===== src/rtl/inert_pkg.sv =====
// inert_pkg: shared state encoding and SPI command helper for the inertial read sequencer.
package inert_pkg;
  typedef enum logic [1:0] {PWRUP, INIT, IDLE, RD} state_e;
  function automatic logic [15:0] spi_rd_cmd(input logic [6:0] addr);
    return {1'b1, addr, 8'h00};
  endfunction
endpackage


===== src/rtl/inert_seq_rd_sync2.sv =====
// inert_seq_rd_sync2: two-flop synchroniser for the asynchronous sensor data-ready line.
module inert_seq_rd_sync2 (
  input  logic clk,
  input  logic rst_n,
  input  logic d_i,
  output logic q_o
);
  logic [1:0] ff_q;
  always_ff @(posedge clk or negedge rst_n)
    if (!rst_n) ff_q <= '0;
    else ff_q <= {ff_q[0], d_i};
  assign q_o = ff_q[1];
endmodule


===== src/rtl/inert_seq_rd.sv =====
// inert_seq_rd: power-up init writer and frame reader driving an external 16-bit SPI master.
module inert_seq_rd
  import inert_pkg::*;
#(
  parameter int                     NUM_CH    = 5,
  parameter logic [6:0]             BASE_ADDR = 7'h22,
  parameter int                     NUM_INIT  = 4,
  parameter logic [16*NUM_INIT-1:0] INIT_CMDS = {16'h1460, 16'h1162, 16'h1062, 16'h0D02},
  parameter int                     PWRUP_CYC = 65535,
  parameter int                     TMO_CYC   = 4095
) (
  input  logic                 clk,
  input  logic                 rst_n,
  input  logic                 INT,
  input  logic                 mode,
  input  logic                 trig,
  input  logic                 reinit,
  input  logic                 clr_err,
  output logic                 spi_wrt,
  output logic [15:0]          spi_cmd,
  input  logic                 spi_done,
  input  logic [15:0]          spi_rd,
  output logic [NUM_CH*16-1:0] data,
  output logic                 vld,
  output logic                 init_done,
  output logic                 busy,
  output logic                 err_tmo,
  output logic                 ovr
);
  localparam int KW = $clog2(2*NUM_CH+1);
  localparam int IW = $clog2(NUM_INIT+1);
  localparam int PW = $clog2(PWRUP_CYC+1);
  localparam int TW = $clog2(TMO_CYC+1);
  localparam logic [KW-1:0] K_LAST = KW'(2*NUM_CH-1);
  localparam logic [IW-1:0] I_LAST = IW'(NUM_INIT-1);
  localparam logic [PW-1:0] PW_END = PW'(PWRUP_CYC);
  localparam logic [TW-1:0] TW_END = TW'(TMO_CYC-1);

  state_e                 state_q;
  logic [PW-1:0]          pwr_q;
  logic [TW-1:0]          tmo_q;
  logic [KW-1:0]          k_q;
  logic [IW-1:0]          idx_q;
  logic [NUM_CH*16-9:0]   shadow_q;
  logic [NUM_CH*16-1:0]   data_q;
  logic [15:0]            spi_cmd_q;
  logic                   spi_wrt_q, vld_q, init_done_q, err_tmo_q, ovr_q, int_prev_q;
  logic                   int_s;
  logic [KW-1:0]          k_n;
  logic [IW-1:0]          idx_n;
  logic                   unused_hi;

  inert_seq_rd_sync2 u_sync (.clk(clk), .rst_n(rst_n), .d_i(INT), .q_o(int_s));

  assign k_n       = k_q + 1'b1;
  assign idx_n     = idx_q + 1'b1;
  assign unused_hi = ^spi_rd[15:8];

  always_ff @(posedge clk or negedge rst_n)
    if (!rst_n) begin
      state_q     <= PWRUP;
      pwr_q       <= '0;
      tmo_q       <= '0;
      k_q         <= '0;
      idx_q       <= '0;
      shadow_q    <= '0;
      data_q      <= '0;
      spi_cmd_q   <= '0;
      spi_wrt_q   <= 1'b0;
      vld_q       <= 1'b0;
      init_done_q <= 1'b0;
      err_tmo_q   <= 1'b0;
      ovr_q       <= 1'b0;
      int_prev_q  <= 1'b0;
    end else begin
      spi_wrt_q  <= 1'b0;
      vld_q      <= 1'b0;
      int_prev_q <= int_s;
      if (clr_err) begin
        err_tmo_q <= 1'b0;
        ovr_q     <= 1'b0;
      end
      // later writes of 1 override the clear above, so a fresh error survives clr_err
      if (state_q == RD && int_s && !int_prev_q) ovr_q <= 1'b1;
      if (reinit) begin
        state_q     <= PWRUP;
        init_done_q <= 1'b0;
        pwr_q       <= '0;
        tmo_q       <= '0;
      end else
        case (state_q)
          PWRUP:
            if (pwr_q == PW_END) begin
              spi_wrt_q <= 1'b1;
              spi_cmd_q <= INIT_CMDS[15:0];
              idx_q     <= '0;
              tmo_q     <= '0;
              state_q   <= INIT;
            end else pwr_q <= pwr_q + 1'b1;
          INIT:
            if (spi_done) begin
              if (idx_q == I_LAST) begin
                init_done_q <= 1'b1;
                state_q     <= IDLE;
              end else begin
                idx_q     <= idx_n;
                spi_cmd_q <= INIT_CMDS[16*idx_n +: 16];
                spi_wrt_q <= 1'b1;
                tmo_q     <= '0;
              end
            end else if (tmo_q == TW_END) begin
              err_tmo_q <= 1'b1;
              pwr_q     <= '0;
              state_q   <= PWRUP;
            end else tmo_q <= tmo_q + 1'b1;
          IDLE:
            if (mode ? trig : int_s) begin
              spi_wrt_q <= 1'b1;
              spi_cmd_q <= spi_rd_cmd(BASE_ADDR);
              k_q       <= '0;
              tmo_q     <= '0;
              state_q   <= RD;
            end
          RD:
            if (spi_done) begin
              if (k_q == K_LAST) begin
                data_q  <= {spi_rd[7:0], shadow_q};
                vld_q   <= 1'b1;
                state_q <= IDLE;
              end else begin
                shadow_q[8*k_q +: 8] <= spi_rd[7:0];
                k_q       <= k_n;
                spi_cmd_q <= spi_rd_cmd(BASE_ADDR + 7'(k_n));
                spi_wrt_q <= 1'b1;
                tmo_q     <= '0;
              end
            end else if (tmo_q == TW_END) begin
              err_tmo_q <= 1'b1;
              state_q   <= IDLE;
            end else tmo_q <= tmo_q + 1'b1;
          default: state_q <= PWRUP;
        endcase
    end

  assign spi_wrt   = spi_wrt_q;
  assign spi_cmd   = spi_cmd_q;
  assign data      = data_q;
  assign vld       = vld_q;
  assign init_done = init_done_q;
  assign busy      = state_q != IDLE;
  assign err_tmo   = err_tmo_q;
  assign ovr       = ovr_q;
endmodule


===== config.mk =====
export PLATFORM = sky130hd
export DESIGN_NAME = inert_seq_rd
export DESIGN_NICKNAME = d
export VERILOG_FILES = /design/src/rtl/inert_pkg.sv /design/src/rtl/inert_seq_rd_sync2.sv /design/src/rtl/inert_seq_rd.sv
export SDC_FILE = /design/constraint.sdc
export NUM_CORES = 1
export LEC_CHECK = 0
export ABC_CLOCK_PERIOD_IN_PS = 4300
export CORE_MARGIN = 2
export CORE_UTILIZATION = 61
export CTS_BUF_LIST = sky130_fd_sc_hd__clkbuf_8
export DETAILED_ROUTE_END_ITERATION = 12
export PLACE_DENSITY = 0.95
export REMOVE_ABC_BUFFERS = 1
export SYNTH_ARGS = -nofsm -noshare
export SYNTH_HDL_FRONTEND = slang
export SYNTH_SLANG_ARGS = --single-unit

===== constraint.sdc =====
create_clock -name clk -period 4.3 [get_ports clk]
set_input_delay 1.29 -clock clk [delete_from_list [all_inputs] [get_ports clk]]
set_output_delay 1.29 -clock clk [all_outputs]
set_load 0.05 [all_outputs]

==> results.yml, run 1 <==
status:
  outcome: "completed"
timing:
  setup_violations: 0
  tightest_slew_ns: 1.42
  slew_viol_final: 0
  finalClockSkew_ns: 0.0504
  final.period_utilization_pct: 88.9
  relSlewSlack_pct: 4.97
  fmax_mhz: 262
  hold_viol: 0
  tns_ns: 0
  rsz0062_at_grt: "false"
  period_needed_ns: 3.82
global_route:
  grt_overflow_total: 0
  antenna_found_initial: 0
  grt_pass1_wl_mm: 34.0
  grt_pass1_vias: 6725
  grt_util_all_layers_pct: 26.6
  grt_max_degree: 104
detailed_routing:
  routed_via_density: 5.96
  wl_per_cell_um: 18.5
  vias: 6695
  postRouteAntennaNets: 0
  first_iter_violations: 552
  drc: 0
  drtPass1Iterations: 5
  drt_wl_total_mm: 20.8
power_and_ir_drop:
  p_leak_nw: 4.92
  p_per_area_nw_per_um2: 425
  ir_worst_vdd_v: 0.000415
finish:
  design_area_um2: 10800
  utilization_pct: 74.6
  n_antenna_cell: 0
  layout-drive-gt1-share_pct: 15.3
  final_nets: 959
  stdcell_count: 1123
  synthToLayoutAreaGrowth_pct: 20.1
placed_design:
  place_area_um2: 10200
  hpwl_mm: 13.3
  dp_cells: 1071
  gp_congestion: 0.890
  io_buffers: 111
floorplanning:
  pin_count: 126
  core_area_um2: 14500
  die_w_um: 125
  num_rows: 44
  initial_core_util_pct: 62.1
  die_h_um: 125
  dieArea_um2: 15700
worst_setup_path:
  crit_type: "reg2out"
  crit_start: "state_q[0]"
  cp-end-kind: "output pin"
  critPathMaxFanout: 18
  start_kind: "flop"
  regToRegStartpoint: "k_q[0]"
  critPathArrivalTime_ns: 2.53
  cp.required_ns: 3.01
clock_network:
  htree_levels: 1
  clk_pin_slew_ns: 0.06
  clock_path_buffers: 3
  cts_buffers: 31
  insertion_delay_ns: 0.58
  cts_hold_buffers: 0
  root_buffer: "clkbuf_8"
  cts_resized: 0
  cts_tree: "done"
  cts_sinks: 205
  postCtsSetupBuffers: 0
synth:
  ys_ff_latch: 205
  synth_cell_types: 63
  synth-seq-area-share_pct: 57.1
  yosysMostFrequentCell: "dfrtp_1"
  synthArstFlopShare_pct: 100
  synth_area_um2: 8990
  synth_edf_count: 0
  synth_area_leaders: "dfrtp_1, mux2_2, nand2_1"
  synth_common_cells: "dfrtp_1, nand2_1, mux2_2"
  synth_flop_cell: "dfrtp_1"
  synthCells: 806
  syn_area_per_cell_um2: 11.2
  synth_top_area_share_pct: 57.1
  yosysWarningCount: 0
  yosys.area.top_type: "dfrtp_1"
run:
  drv_cap: 0
hold_path:
  hold_start: "u_sync.ff_q[0]"
  worstHoldPathType: "reg2reg"
per-layer routing:
layer | vias to the layer above | global-route usage, % | wire length [um]
met1 | 3283 | 34.6 | 8260
met4 | 0 | 10.6 | 673
met2 | 298 | 45.3 | 10500
li1 | 3043 | - | -
met5 | - | 0 | 0
met3 | 71 | 4.15 | 1340
state kept, by name, summed over array words and instances (netlist names), 2 cells and up:
signal	count
idx_q	3
data	80
state_q	2
u_sync.ff_q	2
k_q	4
shadow_q	72
tmo_q	12
spi_cmd	8
pwr_q	16
power breakdown:
group,total [mW],internal (mW),switching (mW)
Combinational,0.896,0.296,0.600
Sequential,2.12,2.01,0.110
Clock,1.57,0.838,0.734
placed cells by master, fill, tap and decap left out, types with 4 or more instances in the layout:
cell             count
mux2i_1             13
clkbuf_8            38
clkinv_2             7
xnor2_1              4
nor2_1              24
and3_1               7
conb_1               6
o21ai_0             75
a21oi_1             26
nand2_1            125
nand2b_1             7
mux2_2              79
dfrtp_1            205
clkdlybuf4s50_1    110
ha_1                15
nor3_1               9
a31oi_1              8
inv_1               40
mux2_1               7
nand4_1              9
or4_1               10
nand3_1             38
o31ai_1             10
buf_4                6
cells by family after synthesis:
group | share of synthesized area (%)
buf+inv | 4.44
simple gates | 14.0
fa+ha+maj | 2.09
other cells | 0.0417
xor+xnor | 0.487
mux | 12.2
flops | 57.1
compound gates | 9.64
final cells by class:
cell class                 instances  area (um2)
clock buffer                      37         509
sequential                       205        5130
timing repair buffer             119        1200
tap                              184         230
clock inverter                    15         100
multi-input combinational        526        3490
inverter                          37         139
fill                             896        3680
critical path: stages (launching register included):
cell,delay (ns)
dfrtp_1,0.73
inv_1,0.11
buf_4,0.21
nand2_1,0.12
clkdlybuf4s50_1,0.82
path summary, 6_finish.rpt:
check	slack, ns	endpoint	cells after the start
max reg2reg	1.19	shadow_q[52]	5
min in group asynchronous	0.79	data[8]	1
min reg2reg	0.37	u_sync.ff_q[1]	0
min	0.37	u_sync.ff_q[1]	0
max in group asynchronous	2.60	data[53]	2
max	0.48	busy	4
stage by stage:
| stage | setup WS [ns] | hold WS (ns) | power (mW) |
|---|---|---|---|
| final | 0.479 | 0.366 | 4.59 |
| after global routing | 0.391 | 0.380 | 4.79 |
| after CTS | 0.502 | 0.376 | 4.60 |
| after detailed placement | 0.556 | 0.362 | 3.01 |
| after global placement | 0.741 | 0.335 | 2.98 |
| after floorplan | -0.915 | 0.331 | 2.70 |
Power figures use the tool's default switching activity.
==> inputs of run 2 (changes only) <==
--- a/config.mk
+++ b/config.mk
@@ -10,8 +10,11 @@
 export CORE_UTILIZATION = 61
 export CTS_BUF_LIST = sky130_fd_sc_hd__clkbuf_8
 export DETAILED_ROUTE_END_ITERATION = 12
+export MAX_ROUTING_LAYER = met4
 export PLACE_DENSITY = 0.95
 export REMOVE_ABC_BUFFERS = 1
+export SLEW_MARGIN = 25
 export SYNTH_ARGS = -nofsm -noshare
 export SYNTH_HDL_FRONTEND = slang
+export SYNTH_HIERARCHICAL = 1
 export SYNTH_SLANG_ARGS = --single-unit
==> results.yml, run 2 <==
finish:
  final_common_cell: "dfrtp_1"
  final_nets: 928
  layout-drive-gt1-share_pct: 19.3
  layout_common_cells: "dfrtp_1, clkdlybuf4s50_1, mux2_2"
  design_area_um2: 10900
  stdcell_count: 1089
  fillers: 858
  n_antenna_cell: 0
  largest_register_ffs: 80
  synthToLayoutAreaGrowth_pct: 20.2
  utilization_pct: 75.1
clock_network:
  postCtsSetupBuffers: 0
  cts_sinks: 205
  cts_tree: "done"
  htree_levels: 1
  cts_buffers: 31
  clock_path_buffers: 3
  insertion_delay_ns: 0.56
  root_buffer: "clkbuf_8"
  cts_resized: 0
  clk_pin_slew_ns: 0.07
  cts_hold_buffers: 0
synth:
  synth_area_leaders: "dfrtp_1, mux2_2, mux2i_1"
  yosysWarningCount: 6
  yosysMostFrequentCell: "dfrtp_1"
  synth_flop_cell: "dfrtp_1"
  syn_area_per_cell_um2: 11.8
  synth-seq-area-share_pct: 56.5
  ys_ff_latch: 205
  synth_edf_count: 0
  synth_top_area_share_pct: 56.5
  synthArstFlopShare_pct: 100
  yosys.area.top_type: "dfrtp_1"
  synth_cell_types: 59
  synth_area_um2: 9080
  synthCells: 769
  synth_common_cells: "dfrtp_1, mux2_2, nand2_1"
power_and_ir_drop:
  comb_power_share_pct: 22.1
  ir_worst_vdd_v: 0.000462
  p_total_mw: 4.61
  clkPwrFrac_pct: 31.7
  internal_power_mw: 3.08
  p_sw_share_pct: 33.2
  p_leak_nw: 5.28
  power_switching_mw: 1.53
  power.share.sequential_pct: 46.2
  p_per_area_nw_per_um2: 423
detailed_routing:
  first_iter_violations: 707
  drtPass1Iterations: 5
  vias: 6693
  routed_via_density: 6.15
  postRouteAntennaNets: 0
  wl_per_cell_um: 19.8
  drt_wl_total_mm: 21.5
  drc: 0
placed_design:
  io_buffers: 111
  place_area_um2: 10400
  gp_congestion: 0.898
  hpwl_mm: 14.1
  dp_cells: 1040
  pre_cts_ws_ns: 0.596
timing:
  slew_viol_final: 0
  tightest_slew_ns: 0.944
  hold_viol: 0
  period_needed_ns: 3.73
  tns_ns: 0
  fmax_mhz: 268
  rsz0062_at_grt: "false"
  setup_slack_ns: 0.566
  timing.hold.ws_ns: 0.375
  relSlewSlack_pct: 36.5
  final.period_utilization_pct: 86.8
  finalClockSkew_ns: 0.0120
  setup_violations: 0
global_route:
  grt_util_all_layers_pct: 28.3
  grt_pass1_wl_mm: 35.3
  grt_overflow_total: 0
  antenna_found_initial: 0
  grt_pass1_vias: 6906
  grt_max_degree: 103
floorplanning:
  die_h_um: 126
  pin_count: 126
  initial_core_util_pct: 62.5
  dieArea_um2: 15900
  core_area_um2: 14500
  num_rows: 44
  die_w_um: 126
worst_setup_path:
  crit_chain: "nor2b_1 -> inv_1 -> clkdlybuf4s50_1"
  crit_slowest_cell: "clkdlybuf4s50_1"
  slowest_delay_ns: 0.71
  start_kind: "flop"
  critPathArrivalTime_ns: 2.44
  cp.required_ns: 3.01
  critPathBufInv: 2
  critPathMaxFanout: 18
  cp_top_family: "buffers and inverters"
  crit_type: "reg2out"
  cp-end-kind: "output pin"
status:
  outcome: "completed"
hold_path:
  worstHoldPathType: "reg2reg"
run:
  drv_cap: 0
-- run 2: cell types whose count changed in the layout (fill, tap and decap cells not counted), moves of 10 or more --
cell     before  now
and3_1        7   17
inv_1        40   55
nand3_1      38   19
mux2_2       79  109
o21ai_0      75   50
nand2_1     125   63
mux2i_1      13   29
-- run 2: worst register-to-register path: stages (launching register included) --
cell	delay (ns)
dfrtp_1	0.78
inv_1	0.30
ha_1	0.38
o21ai_0	0.36
nand2_1	0.20
nor4b_4	0.66
mux2_2	0.43
-- run 2: kinds of logic after synthesis --
group	after synthesis	synth area share (%)
compound gates	118	8.30
buf+inv	88	4.26
flops	205	56.5
xor+xnor	4	0.386
mux	144	17.5
fa+ha+maj	15	2.07
simple gates	194	11.0
other cells	1	0.0413
-- run 2: final timing paths --
path	start	endpoint	slack [ns]	cells past startpoint
worst min-delay path	u_sync/ff_q[0]	u_sync/ff_q[1]	0.38	0
worst min register to register	u_sync/ff_q[0]	u_sync/ff_q[1]	0.38	0
max in group asynchronous	rst_n	shadow_q[70]	2.61	2
worst max-delay path	state_q[1]	busy	0.57	3
min in group asynchronous	rst_n	tmo_q[6]	0.80	1
worst max register to register	k_q[0]	shadow_q[69]	1.07	6
-- run 2: cell type report --
type                    instances  area [um2]  area share [%]
clock buffers                  35         482            4.42
clock inverters                14        66.3           0.608
inverters                      47         176            1.62
multi-input cells             481        3590            33.0
flip-flops and latches        205        5130            47.0
well taps                     184         230            2.11
repair buffers                123        1230            11.3
-- run 2: metal layers --
metal | share of wire [%] | vias up | global-route usage [%]
li1 | - | 2941 | -
met1 | 42 | 3365 | 37.5
met2 | 48 | 326 | 45.0
met3 | 7.0 | 61 | 4.63
met4 | 2.8 | 0 | 9.89
met5 | 0 | - | -
-- run 2: power by group through the flow --
stage                     registers (mW)  logic, mW  clock network, mW
after floorplan                     2.28      0.511                  0
after global routing                2.14       1.10               1.56
final                               2.13       1.02               1.46
after detailed placement            2.16      0.991                  0
after CTS                           2.13       1.01               1.48
after global placement              2.15      0.946                  0
